[src/rtl/mouse_pkg.sv]
// Shared types and byte-field positions for the mouse packet tracker.
package mouse_pkg;

  typedef enum logic [1:0] {
    BYTE0  = 2'd0,
    BYTE1  = 2'd1,
    BYTE2  = 2'd2,
    UPDATE = 2'd3
  } state_e;

  localparam int SYNC_BIT  = 3;
  localparam int BTN_BIT   = 0;
  localparam int XSIGN_BIT = 4;
  localparam int XOVF_BIT  = 6;

  typedef logic signed [8:0] delta_t;

endpackage

[src/rtl/mouse_x_accumulator.sv]
// Combinational X update: scale the signed delta, add to the current X, clamp to [0, X_MAX].
module mouse_x_accumulator
  import mouse_pkg::*;
#(
  parameter int X_MAX       = 639,
  parameter int SPEED_SHIFT = 0
) (
  input  logic [15:0] mouse_x,
  input  delta_t      delta,
  output logic [15:0] next_x
);

  logic signed [17:0] delta_ext;
  logic signed [17:0] sum;

  // 18 bits cover a 16-bit position plus a 13-bit scaled delta without wrap.
  always_comb begin
    delta_ext = 18'(delta) <<< SPEED_SHIFT;
    sum       = $signed({2'b00, mouse_x}) + delta_ext;
    if (sum < 18'sd0) begin
      next_x = 16'd0;
    end else if (sum > 18'(X_MAX)) begin
      next_x = 16'(X_MAX);
    end else begin
      next_x = sum[15:0];
    end
  end

endmodule

[src/rtl/mouse_tracker.sv]
// Assembles 3-byte mouse packets into a clamped absolute X position and button level.
// Optional build macro MOUSE_TRACKER_DEBOUNCE_EN debounces the button across packets.
module mouse_tracker
  import mouse_pkg::*;
#(
  parameter int X_MAX          = 639,
  parameter int X_RESET        = 320,
  parameter int TIMEOUT_CYCLES = 1000,
  parameter int SPEED_SHIFT    = 0
) (
  input  logic        clock,
  input  logic        reset_,
  // A byte moves on a posedge where in_valid && in_ready; upstream holds in_data
  // stable while in_valid && !in_ready, and in_ready is low only in UPDATE.
  input  logic        in_valid,
  input  logic [7:0]  in_data,
  output logic        in_ready,
  output logic        mouse_pressed_,
  output logic [15:0] mouse_x,
  output logic        packet_valid,
  output logic [1:0]  dbg_state
);

  localparam int TW = $clog2(TIMEOUT_CYCLES + 1);

  state_e        state, state_nxt;
  logic [TW-1:0] tmo_cnt;
  logic          tmo_hit;
  logic          xfer;
  logic          btn, xsign, xovf;
  logic [7:0]    dx;
  delta_t        delta;
  logic [15:0]   next_x;

  assign in_ready  = (state != UPDATE);
  assign xfer      = in_valid && in_ready;
  assign tmo_hit   = (tmo_cnt == TW'(TIMEOUT_CYCLES - 1));
  assign dbg_state = state;
  assign delta     = xovf ? delta_t'(0) : delta_t'({xsign, dx});

  always_comb begin
    state_nxt = state;
    case (state)
      BYTE0:   if (xfer && in_data[SYNC_BIT]) state_nxt = BYTE1;
      BYTE1:   if (xfer) state_nxt = BYTE2;  else if (tmo_hit) state_nxt = BYTE0;
      BYTE2:   if (xfer) state_nxt = UPDATE; else if (tmo_hit) state_nxt = BYTE0;
      UPDATE:  state_nxt = BYTE0;
      default: state_nxt = BYTE0;
    endcase
  end

  always_ff @(posedge clock) begin
    if (reset_) begin
      state        <= BYTE0;
      tmo_cnt      <= '0;
      btn          <= 1'b0;
      xsign        <= 1'b0;
      xovf         <= 1'b0;
      dx           <= 8'd0;
      mouse_x      <= 16'(X_RESET);
      packet_valid <= 1'b0;
    end else begin
      state        <= state_nxt;
      packet_valid <= (state == UPDATE);
      // A transfer on the timeout cycle wins, so the count clears either way.
      if (state == BYTE1 || state == BYTE2) begin
        tmo_cnt <= (xfer || tmo_hit) ? '0 : tmo_cnt + 1'b1;
      end else begin
        tmo_cnt <= '0;
      end
      if (state == BYTE0 && xfer && in_data[SYNC_BIT]) begin
        btn   <= in_data[BTN_BIT];
        xsign <= in_data[XSIGN_BIT];
        xovf  <= in_data[XOVF_BIT];
      end
      if (state == BYTE1 && xfer) dx <= in_data;
      if (state == UPDATE) mouse_x <= next_x;
    end
  end

`ifdef MOUSE_TRACKER_DEBOUNCE_EN
  logic btn_cand, cand_seen;

  // A new level must arrive in two applied packets back to back before it is taken.
  always_ff @(posedge clock) begin
    if (reset_) begin
      mouse_pressed_ <= 1'b0;
      btn_cand       <= 1'b0;
      cand_seen      <= 1'b0;
    end else if (state == UPDATE) begin
      if (btn == mouse_pressed_) begin
        cand_seen <= 1'b0;
      end else if (cand_seen && btn_cand == btn) begin
        mouse_pressed_ <= btn;
        cand_seen      <= 1'b0;
      end else begin
        btn_cand  <= btn;
        cand_seen <= 1'b1;
      end
    end
  end
`else
  always_ff @(posedge clock) begin
    if (reset_) begin
      mouse_pressed_ <= 1'b0;
    end else if (state == UPDATE) begin
      mouse_pressed_ <= btn;
    end
  end
`endif

  mouse_x_accumulator #(
    .X_MAX      (X_MAX),
    .SPEED_SHIFT(SPEED_SHIFT)
  ) u_acc (
    .mouse_x(mouse_x),
    .delta  (delta),
    .next_x (next_x)
  );

endmodule

[config.mk]
export PLATFORM = sky130hd
export DESIGN_NAME = mouse_tracker
export DESIGN_NICKNAME = d
export VERILOG_FILES = /design/src/rtl/mouse_pkg.sv /design/src/rtl/mouse_x_accumulator.sv /design/src/rtl/mouse_tracker.sv
export SDC_FILE = /design/constraint.sdc
export NUM_CORES = 1
export LEC_CHECK = 0
export BUFFER_PORTS_ARGS = -buffer_cell sky130_fd_sc_hd__buf_2
export CORE_MARGIN = 4
export CORE_UTILIZATION = 27
export CTS_BUF_LIST = sky130_fd_sc_hd__clkbuf_8
export DETAILED_ROUTE_END_ITERATION = 6
export PLACE_DENSITY = 0.48
export SETUP_SLACK_MARGIN = 0.5
export SLEW_MARGIN = 10
export SYNTH_ARGS = -nofsm -noshare
export SYNTH_HDL_FRONTEND = slang
export SYNTH_SLANG_ARGS = --single-unit
[constraint.sdc]
create_clock -name clock -period 3.1 [get_ports clock]
set_input_delay 0.62 -clock clock [delete_from_list [all_inputs] [get_ports clock]]
set_output_delay 0.62 -clock clock [all_outputs]
set_load 0.01 [all_outputs]
==> impl_metrics.tcl <==
set metrics [dict create \
    outcome "complete, no violations" \
    grt_pass1_wl_mm 10.93 \
    required_ps 3290 \
    fmax_ghz 0.3659 \
    hold_viol_final 0 \
    p_total_uw 1154 \
    syn_inst 311 \
    tightest_slew_ps 945.6 \
    path_delay_family "compound AO/OA/AOI/OAI gates" \
    critPathCapture "mouse_x[8]$_SDFFE_PP1P_" \
    synth_cell_types 64 \
    rows 35 \
    final_common_cell "dfxtp_1" \
    antenna_left 0 \
    insertion_delay_ps 300 \
    hold_start "dx[6]$_SDFFE_PP0P_" \
    fp.dieArea_mm2 0.01143 \
    maxSlewHeadroom_pct 36.83 \
    setup_tns_ps 0 \
    hold_path_class "flop to flop" \
    final_max_slew_viol_count 0 \
    syn_area_mm2 0.002643 \
    grtUsageTotal_pct 11.58 \
    cpPeakStageDelay_ps 390 \
    path_class "flop to flop" \
    hpwl_mm 4.914 \
    core_area_mm2 0.009371 \
    grt_pass1_vias 2251 \
    via_per_inst 4.808 \
    start_kind "flop" \
    drv_cap 0 \
    finalCriticalPeriod_ps 2733 \
    place_area_mm2 0.002924 \
    ys_ff_latch 41 \
    die_w_um 106.9 \
    path_common_cell "buf_6" \
    drc 0 \
    path_buf_inv 2 \
    drt_iter0_markers 102 \
    critPathCaptureType "flop" \
    cts-root-buf "clkbuf_8" \
    r2r_end "mouse_x[8]$_SDFFE_PP1P_" \
    setup_ws_ps 367.4 \
    crit_cells 12 \
    clkSlewWorstSetupHoldPaths_ps 90 \
    drt_pass1_iterations 4 \
    start_util_pct 28.20 \
    layout_common_cells "dfxtp_1, nor2_1, buf_2" \
    numCtsBuffers 5 \
    diodes 0 \
    synth.avg_cell_area_um2 8.497 \
    yosysWarnings 0 \
    cts_tree "done" \
    drive_above_1_share_pct 27.71 \
    cp_max_fo 8 \
    hold_buffers 0 \
    htreeDepth 2 \
    cts.sinks 41 \
    routedWlPerCell_um 13.74 \
    nFillCells 999 \
    antenna_found_initial 0 \
    synthArstFlopShare_pct 0 \
    pin_count 32 \
    period_share_pct 88.15 \
    port_buffers 31 \
    grt_max_degree 23 \
    crit_chain "buf_6, and2b_1, ha_4, a21o_1, a31o_2, a32oi_4, mux2i_2, xnor2_1, o221ai_2, nor3_4, buf_6, a221o_1" \
    clk_path_buf_depth 2 \
    gp_congestion 0.7673 \
    vias 2303 \
    final-setup-viol-count 0 \
    rsz0062_at_grt "true" \
    overflow 0 \
    totalWireLength_mm 6.583 \
    synth-main-ff-cell "dfxtp_1" \
    r2r-start "xovf$_SDFFE_PP0P_" \
    r2r_setup_slack_ps 370 \
    r2r_cells 12 \
    layout.nets 375 \
    power_density_mw_per_mm2 359.0 \
    crit_arrival_ps 2930 \
    fin_util_pct 34.31 \
    seq_area_frac_synth_pct 31.06 \
    synth-edff-count 0 \
    pre_cts_slack_ps 100.1 \
    startpoint "xovf$_SDFFE_PP0P_" \
    syn_nets 337 \
    irDropWorstVdd_mv 0.1466 \
    p_leak_uw 0.001252 \
    cp_slowest_cell "dfxtp_4" \
    fin_worst_skew_ps 5.824 \
    syn2layout_area_growth_pct 21.69 \
    finalInstanceArea_mm2 0.003216 \
    dieHeight_um 106.9 \
]
[layout make-up]
cell class	instances	area [um2]	share of cell area, %
multi-input combinational	242	1789	55.64
sequential	41	824.5	25.64
timing repair buffer	48	294.0	9.144
tap	129	161.4	5.019
clock buffer	7	96.34	2.996
inverter	11	41.29	1.284
clock inverter	1	8.758	0.2724
[metal layers]
metal,share of wire [%],routed length (um),GRT usage [%]
met1,48,3181,15.76
met4,1.3,83,2.831
met2,45,2975,18.75
met3,5.2,343,2.408
met5,0,0,0
[metrics by stage]
| stage | instances | hold slack, ps |
|---|---|---|
| 2_1_floorplan | 311 | 417.5 |
| 3_3_place_gp | 457 | 436.9 |
| 3_5_place_dp | 457 | 445.7 |
| 4_1_cts | 476 | 458.2 |
| 5_1_grt | 479 | 477.3 |
| 6_report | 479 | 454.1 |
[cell families (layout without fill, tap and decap cells)]
logic type	count (synthesis)	after routing	share of synthesized area, %
AO/OA/AOI/OAI	73	73	19.22
XOR/XNOR	17	17	5.919
adder cells (fa/ha/maj)	15	15	7.386
buffers and inverters	28	67	7.244
flip-flops	41	41	31.06
multiplexers	7	7	2.652
AND/OR/NAND/NOR	130	130	26.51
[worst min-delay path, cell delays in order, from the launching register on]
cell and delay, ps:
dfxtp_1 310, nand2_1 50, a21oi_1 50
[how the worst min path moves through the flow]
| stage | to | slack (ps) | depth (start not counted) |
|---|---|---|---|
| 2_1_floorplan | tmo_cnt[0]$_SDFF_PP0_ | 420 | 1 |
| 3_3_place_gp | tmo_cnt[0]$_SDFF_PP0_ | 440 | 1 |
| 3_5_place_dp | dx[6]$_SDFFE_PP0P_ | 450 | 2 |
| 4_1_cts | dx[6]$_SDFFE_PP0P_ | 460 | 2 |
| 5_1_grt | dx[0]$_SDFFE_PP0P_ | 480 | 2 |
| 6_report | dx[6]$_SDFFE_PP0P_ | 450 | 2 |
[state kept, by name, summed over array words and instances, names as in the netlist]
register        flops
btn                 1
dbg_state           2
dx                  8
mouse_pressed_      1
mouse_x            16
packet_valid        1
tmo_cnt            10
xovf                1
xsign               1
[cells in the mapped netlist, types with 3 or more instances]
cell / count / share of area (%)
nor2_1: 37 / 5.3
o211ai_1: 5 / 1.4
nand2b_1: 5 / 1.2
and2_1: 4 / 0.95
clkbuf_8: 5 / 2.6
and2b_1: 6 / 1.7
a22oi_1: 4 / 1.1
nor3_1: 6 / 1.1
xnor2_1: 12 / 4.0
a21oi_1: 22 / 4.2
a31oi_1: 3 / 0.71
ha_1: 14 / 6.6
mux2i_1: 7 / 2.7
buf_6: 4 / 1.7
inv_1: 11 / 1.6
o21ai_0: 12 / 2.3
a21o_1: 5 / 1.4
nor2b_1: 5 / 1.2
nand2_1: 26 / 3.7
dfxtp_1: 41 / 31
clkbuf_1: 5 / 0.71
xor2_1: 4 / 1.3
nand3_1: 17 / 3.2
[power by group]
part / switching [uW] / internal [uW]
clock network: 206 / 206
registers: 11.5 / 538
logic: 105 / 87.5
total: 323 / 832
[what timing repair did]
action | CTS | global route
buffers inserted | 11 | 3
setup endpoints to repair | 10 | 10
gates cloned | 0 | 0
gates resized for setup | 13 | 5
pin swaps | 9 | 0
Power figures use the tool's default switching activity.
